[src/rtl/dot_update_scheduler_if.sv]
`default_nettype none
// ============================================================================
//  Module      : dot_update_scheduler_if
//  Description : Processor MMIO store path, VGA blanking flag, VGA dot-register
//                write port and status-word read path of the dot scheduler.
//  Revision    : 1.0 - initial release
// ============================================================================
interface dot_update_scheduler_if;
    // Processor store path
    logic        mem_wren;
    logic [31:0] mem_addr;
    logic [31:0] mem_data;
    // VGA timing
    logic        vblank;
    // VGA dot-location write port
    logic        dot_wren;
    logic        dot_is_y;
    logic [8:0]  dot_id;
    logic [31:0] dot_loc;
    // Status word read path
    logic        status_sel;
    logic [31:0] status_data;

    // System side: drives stores and vblank, observes dot writes and status
    modport master (
        output mem_wren, mem_addr, mem_data, vblank,
        input  dot_wren, dot_is_y, dot_id, dot_loc, status_sel, status_data
    );

    // Scheduler side
    modport slave (
        input  mem_wren, mem_addr, mem_data, vblank,
        output dot_wren, dot_is_y, dot_id, dot_loc, status_sel, status_data
    );
endinterface
`default_nettype wire

[src/rtl/dot_update_scheduler.sv]
`default_nettype none
// ============================================================================
//  Module      : dot_update_scheduler
//  Description : Captures processor stores to the dot-location window into a
//                FIFO and releases committed batches to the VGA dot registers
//                one entry per cycle, only during vertical blanking.
//  Revision    : 1.0 - initial release
// ============================================================================
module dot_update_scheduler #(
    parameter int unsigned DEPTH       = 16,
    parameter int unsigned X_BASE      = 100,
    parameter int unsigned Y_BASE      = 550,
    parameter int unsigned WIN_END     = 999,
    parameter int unsigned STATUS_ADDR = 1000,
    parameter int unsigned LOC_W       = 16
) (
    input logic                   clock,
    input logic                   reset,
    dot_update_scheduler_if.slave bus
);

    localparam int unsigned c_PTR_W = $clog2(DEPTH);
    localparam int unsigned c_CNT_W = c_PTR_W + 1;
    localparam int unsigned c_ENT_W = 1 + 9 + LOC_W;

    localparam logic [31:0]        c_X_BASE      = 32'(X_BASE);
    localparam logic [31:0]        c_Y_BASE      = 32'(Y_BASE);
    localparam logic [31:0]        c_WIN_END     = 32'(WIN_END);
    localparam logic [31:0]        c_STATUS_ADDR = 32'(STATUS_ADDR);
    // Window addresses are below 1024 and IDs below 512, so the ID can be
    // formed with 9-bit modular subtraction on the low address bits.
    localparam logic [8:0]         c_X_ID_BASE   = 9'(X_BASE);
    localparam logic [8:0]         c_Y_ID_BASE   = 9'(Y_BASE);
    localparam logic [c_CNT_W-1:0] c_DEPTH       = c_CNT_W'(DEPTH);
    localparam logic [c_PTR_W-1:0] c_PTR_ONE     = c_PTR_W'(1);
    localparam logic [c_CNT_W-1:0] c_CNT_ZERO    = '0;

    typedef enum logic [1:0] {
        S_IDLE  = 2'd0,
        S_ARMED = 2'd1,
        S_DRAIN = 2'd2
    } state_t;

    // Storage and bookkeeping
    logic [c_ENT_W-1:0] r_mem [DEPTH];
    logic [c_PTR_W-1:0] r_wr_ptr;
    logic [c_PTR_W-1:0] r_rd_ptr;
    logic [c_CNT_W-1:0] r_count;
    logic [c_CNT_W-1:0] r_commit_cnt;
    logic               r_overflow;
    logic               r_split;
    logic               r_vblank_d;
    state_t             r_state;
    state_t             w_state_nxt;

    // Registered dot write port
    logic               r_dot_wren;
    logic               r_dot_is_y;
    logic [8:0]         r_dot_id;
    logic [31:0]        r_dot_loc;

    // Decode and control wires
    logic               w_in_win;
    logic               w_push_req;
    logic               w_push;
    logic               w_pop;
    logic               w_full;
    logic               w_empty;
    logic               w_is_y;
    logic [8:0]         w_id;
    logic               w_ctrl_wr;
    logic               w_commit;
    logic               w_clear;
    logic               w_vblank_rise;
    logic               w_set_split;
    logic [c_CNT_W-1:0] w_push_ext;
    logic [c_CNT_W-1:0] w_pop_ext;
    logic [c_CNT_W-1:0] w_count_after_pop;
    logic [c_CNT_W-1:0] w_commit_nxt;
    logic [c_ENT_W-1:0] w_head;
    logic [c_ENT_W-1:0] w_new_entry;

    // ------------------------------------------------------------------
    // Address decode of the processor store
    // ------------------------------------------------------------------
    assign w_in_win    = (bus.mem_addr >= c_X_BASE) && (bus.mem_addr <= c_WIN_END);
    assign w_push_req  = bus.mem_wren && w_in_win;
    assign w_is_y      = (bus.mem_addr >= c_Y_BASE);
    assign w_id        = bus.mem_addr[8:0] - (w_is_y ? c_Y_ID_BASE : c_X_ID_BASE);
    assign w_new_entry = {w_is_y, w_id, bus.mem_data[LOC_W-1:0]};

    assign bus.status_sel = (bus.mem_addr == c_STATUS_ADDR);
    assign w_ctrl_wr      = bus.mem_wren && bus.status_sel;
    assign w_commit       = w_ctrl_wr && bus.mem_data[0];
    assign w_clear        = w_ctrl_wr && bus.mem_data[1];

    // Store data bits above the stored location width are not kept
    generate
        if (LOC_W < 32) begin : g_unused_data
            logic w_unused_hi;
            assign w_unused_hi = ^bus.mem_data[31:LOC_W];
        end
    endgenerate

    // ------------------------------------------------------------------
    // FIFO occupancy, push/pop qualification and commit bookkeeping
    // ------------------------------------------------------------------
    assign w_full  = (r_count == c_DEPTH);
    assign w_empty = (r_count == c_CNT_ZERO);

    // A store into a full FIFO is dropped even if an entry leaves this cycle
    assign w_push = w_push_req && !w_full;

    // Pops only happen in DRAIN, while blanking is live and work is committed
    assign w_pop  = (r_state == S_DRAIN) && bus.vblank && (r_commit_cnt != c_CNT_ZERO);

    assign w_push_ext        = {{(c_CNT_W-1){1'b0}}, w_push};
    assign w_pop_ext         = {{(c_CNT_W-1){1'b0}}, w_pop};
    assign w_count_after_pop = r_count - w_pop_ext;

    // A commit snapshots everything already queued (not this cycle's push)
    assign w_commit_nxt = w_commit ? w_count_after_pop : (r_commit_cnt - w_pop_ext);

    assign w_vblank_rise = bus.vblank && !r_vblank_d;
    assign w_head        = r_mem[r_rd_ptr];

    // Next-state logic for the drain scheduler
    always_comb begin
        w_state_nxt = r_state;
        w_set_split = 1'b0;
        case (r_state)
            S_IDLE: begin
                if (r_commit_cnt != c_CNT_ZERO) begin
                    w_state_nxt = S_ARMED;
                end
            end
            S_ARMED: begin
                if (r_commit_cnt == c_CNT_ZERO) begin
                    w_state_nxt = S_IDLE;
                end else if (w_vblank_rise) begin
                    w_state_nxt = S_DRAIN;
                end
            end
            S_DRAIN: begin
                if (!bus.vblank) begin
                    // Blanking ended before the batch finished
                    if (r_commit_cnt != c_CNT_ZERO) begin
                        w_state_nxt = S_ARMED;
                        w_set_split = 1'b1;
                    end else begin
                        w_state_nxt = S_IDLE;
                    end
                end else if (w_commit_nxt == c_CNT_ZERO) begin
                    w_state_nxt = S_IDLE;
                end
            end
            default: begin
                w_state_nxt = S_IDLE;
            end
        endcase
    end

    // State register and previous-vblank register
    always_ff @(posedge clock) begin
        if (reset) begin
            r_state    <= S_IDLE;
            r_vblank_d <= 1'b0;
        end else begin
            r_state    <= w_state_nxt;
            r_vblank_d <= bus.vblank;
        end
    end

    // FIFO storage; contents need no reset, the pointers define validity
    always_ff @(posedge clock) begin
        if (w_push) begin
            r_mem[r_wr_ptr] <= w_new_entry;
        end
    end

    // FIFO pointers and occupancy; pointers wrap naturally modulo DEPTH
    always_ff @(posedge clock) begin
        if (reset) begin
            r_wr_ptr <= '0;
            r_rd_ptr <= '0;
            r_count  <= '0;
        end else begin
            if (w_push) begin
                r_wr_ptr <= r_wr_ptr + c_PTR_ONE;
            end
            if (w_pop) begin
                r_rd_ptr <= r_rd_ptr + c_PTR_ONE;
            end
            r_count <= r_count + w_push_ext - w_pop_ext;
        end
    end

    // Committed-entry counter
    always_ff @(posedge clock) begin
        if (reset) begin
            r_commit_cnt <= '0;
        end else begin
            r_commit_cnt <= w_commit_nxt;
        end
    end

    // Sticky overflow and split flags, cleared by a control write
    always_ff @(posedge clock) begin
        if (reset) begin
            r_overflow <= 1'b0;
            r_split    <= 1'b0;
        end else begin
            if (w_push_req && w_full) begin
                r_overflow <= 1'b1;
            end else if (w_clear) begin
                r_overflow <= 1'b0;
            end
            if (w_set_split) begin
                r_split <= 1'b1;
            end else if (w_clear) begin
                r_split <= 1'b0;
            end
        end
    end

    // Registered dot write port; data fields hold between pulses
    always_ff @(posedge clock) begin
        if (reset) begin
            r_dot_wren <= 1'b0;
            r_dot_is_y <= 1'b0;
            r_dot_id   <= '0;
            r_dot_loc  <= '0;
        end else begin
            r_dot_wren <= w_pop;
            if (w_pop) begin
                r_dot_is_y <= w_head[c_ENT_W-1];
                r_dot_id   <= w_head[LOC_W +: 9];
                r_dot_loc  <= 32'(w_head[LOC_W-1:0]);
            end
        end
    end

    assign bus.dot_wren    = r_dot_wren;
    assign bus.dot_is_y    = r_dot_is_y;
    assign bus.dot_id      = r_dot_id;
    assign bus.dot_loc     = r_dot_loc;

    assign bus.status_data = {10'd0, r_state, r_split, r_overflow, w_full, w_empty,
                              8'(r_commit_cnt), 8'(r_count)};

endmodule
`default_nettype wire

[src/flat_wrapper.sv]
// flat-port wrapper written by rule: the top's interface ports become plain ports
module dot_update_scheduler_flat 
#(
    parameter int unsigned DEPTH       = 16,
    parameter int unsigned X_BASE      = 100,
    parameter int unsigned Y_BASE      = 550,
    parameter int unsigned WIN_END     = 999,
    parameter int unsigned STATUS_ADDR = 1000,
    parameter int unsigned LOC_W       = 16
)
  (clock, reset, bus_mem_wren, bus_mem_addr, bus_mem_data, bus_vblank, bus_dot_wren, bus_dot_is_y, bus_dot_id, bus_dot_loc, bus_status_sel, bus_status_data);
  dot_update_scheduler_if bus_i ();
  input logic clock;
  input logic reset;
  input wire logic [$bits(bus_i.mem_wren)-1:0] bus_mem_wren;
  input wire logic [$bits(bus_i.mem_addr)-1:0] bus_mem_addr;
  input wire logic [$bits(bus_i.mem_data)-1:0] bus_mem_data;
  input wire logic [$bits(bus_i.vblank)-1:0] bus_vblank;
  output wire logic [$bits(bus_i.dot_wren)-1:0] bus_dot_wren;
  output wire logic [$bits(bus_i.dot_is_y)-1:0] bus_dot_is_y;
  output wire logic [$bits(bus_i.dot_id)-1:0] bus_dot_id;
  output wire logic [$bits(bus_i.dot_loc)-1:0] bus_dot_loc;
  output wire logic [$bits(bus_i.status_sel)-1:0] bus_status_sel;
  output wire logic [$bits(bus_i.status_data)-1:0] bus_status_data;
  assign bus_i.mem_wren = bus_mem_wren;
  assign bus_i.mem_addr = bus_mem_addr;
  assign bus_i.mem_data = bus_mem_data;
  assign bus_i.vblank = bus_vblank;
  assign bus_dot_wren = bus_i.dot_wren;
  assign bus_dot_is_y = bus_i.dot_is_y;
  assign bus_dot_id = bus_i.dot_id;
  assign bus_dot_loc = bus_i.dot_loc;
  assign bus_status_sel = bus_i.status_sel;
  assign bus_status_data = bus_i.status_data;
  dot_update_scheduler #(.DEPTH(DEPTH), .X_BASE(X_BASE), .Y_BASE(Y_BASE), .WIN_END(WIN_END), .STATUS_ADDR(STATUS_ADDR), .LOC_W(LOC_W)) u_core (.clock(clock), .reset(reset), .bus(bus_i));
endmodule
[config.mk]
export PLATFORM = sky130hd
export DESIGN_NAME = dot_update_scheduler_flat
export DESIGN_NICKNAME = d
export VERILOG_FILES = /design/src/rtl/dot_update_scheduler_if.sv /design/src/rtl/dot_update_scheduler.sv /design/src/flat_wrapper.sv
export SDC_FILE = /design/constraint.sdc
export NUM_CORES = 1
export LEC_CHECK = 0
export BUFFER_PORTS_ARGS = -buffer_cell sky130_fd_sc_hd__buf_4
export CAP_MARGIN = 20
export CORE_MARGIN = 2
export CORE_UTILIZATION = 60
export DETAILED_ROUTE_END_ITERATION = 16
export GPL_TIMING_DRIVEN = 1
export PLACE_DENSITY = 0.83
export RECOVER_POWER = 25
export SYNTH_ARGS = -nofsm -noshare
export SYNTH_HDL_FRONTEND = slang
export SYNTH_SLANG_ARGS = --single-unit
[constraint.sdc]
create_clock -name clock -period 14.4 [get_ports clock]
set_input_delay 4.32 -clock clock [delete_from_list [all_inputs] [get_ports clock]]
set_output_delay 4.32 -clock clock [all_outputs]
set_load 0.01 [all_outputs]
* Word level (Yosys, flattened, before mapping) *
Memories as Yosys holds them, arrays and structs flattened. A register that Yosys moved wholly into a read port is not among the register bits.
Index checks and enable logic that the tools add are counted.

operators by class
  divide/modulo/power cells = 0
  bitwise logic cells = 0
  multipliers = 0
  magnitude comparators = 3
  reduce and logical (&&, ||, !) cells = 20
  add/subtract/negate cells = 7
  shift operators = 0
  equality and inequality tests = 7
  multiplexer cells = 17

operators with widths
  operator                count
  $eq A32 B10 Y1 const B  1
  $ge A32 B10 Y1 const B  1
  $ge A32 B7 Y1 const B   1
  $le A32 B10 Y1 const B  1
  $logic_not A5 Y1        3
  $sub A5 B1 Y5           3
  $logic_and A1 B1 Y1     10
  $mux W2                 5
  $mux W1                 9
  $sub A9 B9 Y9           1
  $add A4 B1 Y4 const B   2
  $mux W7                 1
  $pmux W2 S3             1
  $add A5 B1 Y5           1
  $eq A5 B5 Y1 const B    1
  $mux W5                 1
  $reduce_bool A5 Y1      1
  $reduce_bool A2 Y1      2
  $ne A3 B1 Y1 const B    1
  $ne A3 B3 Y1 const B    1
  $reduce_and A3 Y1       1
  $eq A2 B1 Y1 const B    1
  $eq A2 B2 Y1 const B    1
  $logic_not A1 Y1        2
  other kinds (2)         2

word-level totals
  register bits after elaboration = 24
  logic and storage cells = 64
  bits in latches = 0
  memory bits (read-only) = 0
  RAM bits = 416
  memories kept = 1

memories
  memory        words  bits a word  rd ports  clocked after Yosys merged registers in  write ports  RTL line                    source
  u_core.r_mem  16     26           1         1                                        1            dot_update_scheduler.sv:45  logic [c_ENT_W-1:0] r_mem [DEPTH];

* Depth between registers and ports, before layout *
Gate-level depths: netlist of run 1.

  word-level depth = 9
  mapped depth = 14
  mapped depth without buffers = 13

* Worst setup path before layout of run 1 *
No wires, ideal clock.

  path kind = input -> output
  start point = input bus_mem_addr[15]
  end point = output bus_status_sel
  stages on the path = 3
  data required time = 10080 ps
  path slack = 4777 ps
  data arrival time = 5303 ps
  cell sequence = or4_4 nor3_4 and3_1

on the way
  word-level cells in the longest chain between the ends = 1

RTL lines
  what                RTL line                    source
  start: declaration  flat_wrapper.sv:16          input wire logic [$bits(bus_i.mem_addr)-1:0] bus_mem_addr;
  $eq A32 B10 Y1      dot_update_scheduler.sv:92  assign bus.status_sel = (bus.mem_addr == c_STATUS_ADDR);
  end: declaration    flat_wrapper.sv:23          output wire logic [$bits(bus_i.status_sel)-1:0] bus_status_sel;

No other way between the ends.

* Worst setup path in the final report of run 1 *
  start point = input bus_mem_addr[0]
  end point = output bus_status_sel

Same word-level chain as after synthesis.

==> results of run 1 <==
layout by cell type, fill, tap and decap left out, types with 3 or more instances in the layout:
cell,n
edfxtp_1,416
mux4_2,130
buf_4,99
nand2_1,66
dfxtp_1,47
clkbuf_16,45
a21oi_1,35
conb_1,32
nor2_1,22
clkbuf_1,19
ha_1,16
clkinv_2,14
nor2_4,13
inv_1,12
xor2_1,10
xnor2_1,9
nand3_1,6
bufinv_16,6
buf_12,6
and4_1,5
mux2i_1,5
clkinv_1,5
nor4_1,4
nor3_1,4
nand2b_1,4
nor2b_1,4
nor3_2,4
and2_1,3
o21ai_0,3
clkinvlp_4,3
clkbuf_8,3
worst max-delay path, delay by kind of cell:
family	cells	cell delay (ps)
buffers and inverters	2	640
and+or+nand+nor	3	690
flip-flops by register name (all words and copies together), names as in the netlist:
signal               flops
u_core.r_wr_ptr          4
u_core.r_split           1
u_core.r_rd_ptr          4
u_core.bus.dot_id        9
u_core.r_vblank_d        1
u_core.r_state           2
u_core.bus.dot_is_y      1
u_core.r_mem           416
u_core.r_overflow        1
u_core.r_commit_cnt      5
u_core.bus.dot_loc      16
u_core.bus.dot_wren      1
u_core.r_count           5
logic make-up after synthesis:
kind of cell,after synthesis,share of synthesized area
AND/OR/NAND/NOR,152,0.0411
XOR/XNOR,19,0.00899
other,1,0.000203
buffers and inverters,93,0.0312
adder cells (fa/ha/maj),17,0.0119
flip-flops,466,0.729
AO/OA/AOI/OAI,50,0.0164
multiplexers,135,0.161
power breakdown:
| group | internal (mW) | switching [mW] |
|---|---|---|
| registers | 1.47 | 0.0000514 |
| logic | 0.0113 | 0.0342 |
| clock network | 0.695 | 0.483 |
| total | 2.18 | 0.517 |
final timing paths:
check | from | end | slack [ps]
setup / recovery | bus_mem_addr[0] | bus_status_sel | 4430
hold / removal | u_core.bus.dot_id[5]$_SDFFE_PP0P_ | u_core.bus.dot_id[5]$_SDFFE_PP0P_ | 460
setup reg to reg | u_core.r_commit_cnt[3]$_SDFF_PP0_ | u_core.r_count[4]$_SDFF_PP0_ | 11060
hold reg to reg | u_core.bus.dot_id[5]$_SDFFE_PP0P_ | u_core.bus.dot_id[5]$_SDFFE_PP0P_ | 460
stage by stage:
stage | instance area (sq um) | setup slack [ps]
4_1_cts | 21100 | 4530
2_1_floorplan | 18600 | 4780
6_report | 21100 | 4430
3_5_place_dp | 19600 | 4540
3_3_place_gp | 19500 | 4560
5_1_grt | 21100 | 4330
per-layer routing:
| metal | global-route usage | vias to the layer above |
|---|---|---|
| met3 | 0.0466 | 77 |
| met2 | 0.437 | 576 |
| met5 | 0 | - |
| li1 | - | 3916 |
| met4 | 0.0715 | 0 |
| met1 | 0.349 | 4949 |
area by class of cell:
| cell class | count | area, sq um |
|---|---|---|
| Clock buffer | 52 | 1180 |
| Inverter | 12 | 45.0 |
| Timing Repair Buffer | 120 | 920 |
| Multi-Input combinational cell | 405 | 4670 |
| Clock inverter | 28 | 292 |
| Fill cell | 1763 | 9410 |
| Tap cell | 396 | 495 |
| Sequential cell | 466 | 13500 |
==> run_results.csv, run 1 <==
group,metric,value,unit
run_status,status,"finished, final reports clean",
clock_network,clk-insertion-delay-late,530,ps
job,maxCapViolations,0,
synth,synth_cells,933,
drt,drt-total-wl,41500,um
timing,setup_viol,0,
clock_network,clkTransAtPathRegs,60,ps
die,io_pins,144,
drt,routed.top_layer,"met4",
die,rows,64,
power_and_ir_drop,powerDensity,128,nW/um^2
drt,dr_wl_met2,21300,um
die,coreArea,30500,sq um
die,die_h,180,um
worst_setup_path,critPathMaxFanout,17,
min_path,holdPathStages,2,
clock_network,cts-buffers-inserted,44,
drt,routedLengthMet1,15600,um
final_layout,area_delta_synth_final,14.0,%
timing,finClkSkew,12.8,ps
global_routing,track_usage,0.257,
synth,synthArstFlopShare,0,
clock_network,clock-sinks,466,
power_and_ir_drop,leakage,6.81,nW
clock_network,post_cts_resized,0,
power_and_ir_drop,ir_drop,0.0000870,V
drt,initialDrtViolationCount,1215,
power_and_ir_drop,design_power_total,2.70,mW
final_layout,final_cells,1479,
worst_setup_path,worstSetupEndpointType,"primary output",
die,fp.dieW,180,um
drt,vias_per_cell,6.44,
synth,yosysWarningCount,0,
timing,max_slew_margin,0.151,
synth,synth.area.top_cells,"edfxtp_1 (68%), mux4_2 (16%), dfxtp_1 (5.4%)",
worst_setup_path,arrival,5650,ps
drt,met3_length,3630,um
drt,drt_pre_antenna_iters,5,
die,initial_utilization,0.606,
synth,synthTopCellsByCount,"edfxtp_1 (416), mux4_2 (130), nand2_1 (66), dfxtp_1 (50), buf_4 (36)",
worst_setup_path,cp-start-kind,"primary input",
clock_network,clk_path_buf_depth,3,
worst_setup_path,crit_chain,"clkbuf_1 -> nor3_1 -> and4_1 -> and3_1 -> buf_4",
clock_network,cts-root-buf,"clkbuf_16",
timing,hold_ws,455,ps
drt,wl_per_cell,28.0,um
worst_setup_path,worst_ep_required_time,10080,ps
final_layout,drive_above_1_share,0.310,
placement,place_congestion,0.773,
timing,rsz0062_at_grt,"false",
synth,synth_top_area_frac,0.675,
timing,fin_crit,9970,ps
drt,vias,9518,
placement,hpwl,21300,um
synth,ys_types,54,
synth,synth_edf_count,416,
synth,avgSynthCellArea,19.8,sq um
global_routing,grt_pass1_wl,61300,um
synth,synth_seq_cells,466,
final_layout,final_util,0.692,
synth,syn_area,18500,sq um
synth,yosysTopAreaCell,"edfxtp_1",
timing,finalCritPeriodShare,0.692,
timing,setup_tns,0,ps
clock_network,ctsHoldBuffers,0,
final_layout,nets,1134,
placement,io_buffer_count,95,
synth,synthMostInstantiatedCell,"edfxtp_1",
final_layout,diodes,0,
worst_setup_path,criticalPathCategory,"in2out",
global_routing,grt_max_degree,67,
timing,worst_pin_slew,1270,ps
min_path,hold_class,"reg2reg",
global_routing,grt-ovfl-total,0,
worst_setup_path,worstRegToRegCells,14,
clock_network,htreeDepth,2,
timing,hold_violations,0,
drt,ant_nets,0,
placement,placed_cells,1393,
synth,ys.flop_type,"edfxtp_1",
timing,finalMaxSlewViolations,0,
worst_setup_path,crit_slowest_cell,"clkbuf_1",
die,dieArea,32300,sq um
global_routing,antenna_found_initial,0,
global_routing,first_global_vias,9729,
drt,post-route-drc-count,0,
clock_network,cts_tree,"done",
timing,fmax,0.100,GHz
synth,synth_sequential_area_ratio,0.729,
clock_network,cts.repair_timing.setup_buffer_count,0,
worst_setup_path,cpPeakStageDelay,500,ps
Power figures use the tool's default switching activity.
==> inputs of run 2 (changes only) <==
- ABC_AREA: not set -> 1
- clock period: 14.4 -> 10.5 ns (I/O delays scaled with it)
==> run 2 against run 1 <==
Cell count rose by 36%. Register-to-register slack got worse by 3700 ps. Global-route usage up 1.3 points. Synthesized area is 2.6% higher. Synthesized cell count up 62%. Largest power group unchanged. Highest routed layer unchanged.
==> run_results.csv, run 2 <==
group,metric,value,unit
global_routing,grt_pass1_wl,68300,um
placement,hpwl,22500,um
timing,finalMaxSlewViolations,0,
worst_setup_path,crit_path_frequent_cell,"buf_4",
synth,avgSynthCellArea,12.6,sq um
worst_setup_path,critPathBufInv,2,
timing,fin_crit,7170,ps
timing,fmax,0.139,GHz
timing,finalCritPeriodShare,0.683,
power_and_ir_drop,design_power_total,3.68,mW
synth,synthMostInstantiatedCell,"edfxtp_1",
global_routing,track_usage,0.271,
clock_network,clock-sinks,466,
drt,drt-total-wl,45800,um
timing,hold_violations,0,
final_layout,nets,1656,
die,io_pins,144,
global_routing,antenna_found_initial,1,
drt,wl_per_cell,22.8,um
power_and_ir_drop,powerDensity,171,nW/um^2
clock_network,cts-root-buf,"clkbuf_16",
worst_setup_path,cp-start-kind,"primary input",
timing,setup_tns,0,ps
placement,place_congestion,0.873,
die,coreArea,31300,sq um
drt,post-route-drc-count,0,
clock_network,clk-insertion-delay-late,530,ps
power_and_ir_drop,ir_drop,0.000104,V
worst_setup_path,cpPeakStageDelay,160,ps
global_routing,grt_max_degree,177,
synth,synth.area.top_cells,"edfxtp_1 (66%), dfxtp_1 (5.3%), o21ai_0 (5.2%)",
synth,synth_sequential_area_ratio,0.711,
synth,ys.flop_type,"edfxtp_1",
final_layout,mostFrequentLayoutCells,"edfxtp_1 (416), nor2_1 (247), o21ai_0 (198)",
final_layout,layout_commonest_cell,"edfxtp_1",
timing,worst_slack,3330,ps
placement,dp_slack,3330,ps
die,rows,65,
clock_network,cts.repair_timing.setup_buffer_count,0,
worst_setup_path,worst_ep_required_time,7350,ps
final_layout,final_area,21500,sq um
die,die_h,182,um
run_status,status,"finished, final reports clean",
final_layout,largest_reg_flops,416,
global_routing,grt-ovfl-total,0,
worst_setup_path,worstSetupEndpointType,"primary output",
timing,max_slew_margin,0.202,
global_routing,first_global_vias,12600,
worst_setup_path,criticalPathCategory,"in2out",
die,initial_utilization,0.606,
placement,placed_cell_area,19900,sq um
final_layout,area_delta_synth_final,13.1,%
synth,ys_types,38,
timing,rsz0062_at_grt,"false",
drt,vias,12900,
timing,finClkSkew,15.4,ps
worst_setup_path,rrSetupSlack,7380,ps
die,fp.dieW,182,um
final_layout,largest_register,"u_core.r_mem",
final_layout,drive_above_1_share,0.140,
drt,drt_pre_antenna_iters,8,
synth,synth_cells,1510,
worst_setup_path,critPathTopFamily,"simple AND/OR/NAND/NOR gates",
power_and_ir_drop,leakage,7.42,nW
worst_setup_path,arrival,4020,ps
worst_setup_path,critPathMaxFanout,4,
synth,yosysTopAreaCell,"edfxtp_1",
clock_network,clk_path_buf_depth,3,
min_path,hold_class,"reg2reg",
timing,worst_pin_slew,1190,ps
clock_network,htreeDepth,2,
clock_network,ctsHoldBuffers,0,
synth,yosysWarningCount,0,
worst_setup_path,crit_slowest_cell,"nor2_2",
synth,synth_edf_count,416,
synth,syn_area,19000,sq um
clock_network,cts_tree,"done",
clock_network,clkTransAtPathRegs,60,ps
synth,synthTopCellsByCount,"edfxtp_1 (416), nor2_1 (263), o21ai_0 (198), clkbuf_1 (72), o221ai_1 (71)",
synth,synth_top_area_frac,0.658,
final_layout,final_util,0.686,
synth,synthArstFlopShare,0,
drt,ant_nets,0,
drt,initialDrtViolationCount,1977,
clock_network,post_cts_resized,0,
drt,vias_per_cell,6.44,
job,maxCapViolations,0,
worst_setup_path,crit_chain,"buf_4 -> nor2_2 -> nand2_1 -> nor2_4 -> nand3_1 -> nor2_1 -> buf_4",
placement,io_buffer_count,95,
timing,setup_viol,0,
die,dieArea,33100,sq um
synth,synth_seq_cells,466,
clock_network,cts-buffers-inserted,44,
-- run 2: changes by cell type after synthesis, moves of 52 or more --
| cell | before | now |
|---|---|---|
| nand3_1 | 6 | 62 |
| o221ai_1 | 0 | 71 |
| nor2_1 | 34 | 263 |
| clkbuf_1 | 19 | 72 |
| o21ai_0 | 3 | 198 |
| o211ai_1 | 0 | 59 |
| inv_1 | 12 | 64 |
| mux4_2 | 130 | 0 |
-- run 2: cell families (layout without fill, tap and decap cells) --
family,after synthesis,count (layout),share of synthesized area
flip-flops,466,466,0.711
AND/OR/NAND/NOR,410,410,0.0939
AO/OA/AOI/OAI,407,407,0.132
buffers and inverters,203,267,0.0483
adder cells (fa/ha/maj),17,17,0.0116
XOR/XNOR,6,6,0.00277
other,1,33,0.000198
-- run 2: final cells by class --
type,count,area [sq um]
clock buffer,59,1230
fill,1961,9840
clock inverter,21,226
timing repair buffer,115,930
inverter,72,275
multi-input combinational,872,4810
tap,402,503
sequential,466,13500
antenna,1,2.50
-- run 2: path summary, 6_finish.rpt --
check,start,endpoint,depth (start not counted)
min reg2reg,u_core.r_overflow$_SDFFE_PP0P_,u_core.r_overflow$_SDFFE_PP0P_,2
max reg2reg,u_core.r_rd_ptr[0]$_SDFFE_PP0P_,u_core.bus.dot_id[7]$_SDFFE_PP0P_,8
max,bus_mem_addr[15],bus_status_sel,7
min,u_core.r_overflow$_SDFFE_PP0P_,u_core.r_overflow$_SDFFE_PP0P_,2
-- run 2: through the flow --
step           cells  hold slack (ps)
2_1_floorplan   1541              434
5_1_grt         2008              506
3_3_place_gp    1917              457
4_1_cts         1999              489
6_report        2008              486
3_5_place_dp    1919              475
-- run 2: tightest hold or removal path, delay by kind of cell (launching register included) --
family | cells | cell delay, ps
DFF | 1 | 310
and+or+nand+nor | 1 | 60
AOI/OAI and AO/OA | 1 | 60
-- run 2: layer usage --
metal  part of all wire  global-route usage  vias to the layer above
met1               0.37               0.352                     6231
met5                  0                   0                        -
met4              0.032               0.115                        0
met3               0.11              0.0538                      124
li1                   -                   -                     5649
met2               0.49               0.450                      934
-- run 2: report_power, final --
part           leakage (nW)  switching (mW)  internal (mW)
Clock                 0.727           0.651          0.944
Sequential             4.19       0.0000464           2.02
Combinational          2.50          0.0472         0.0169
Total                  7.42           0.699           2.98
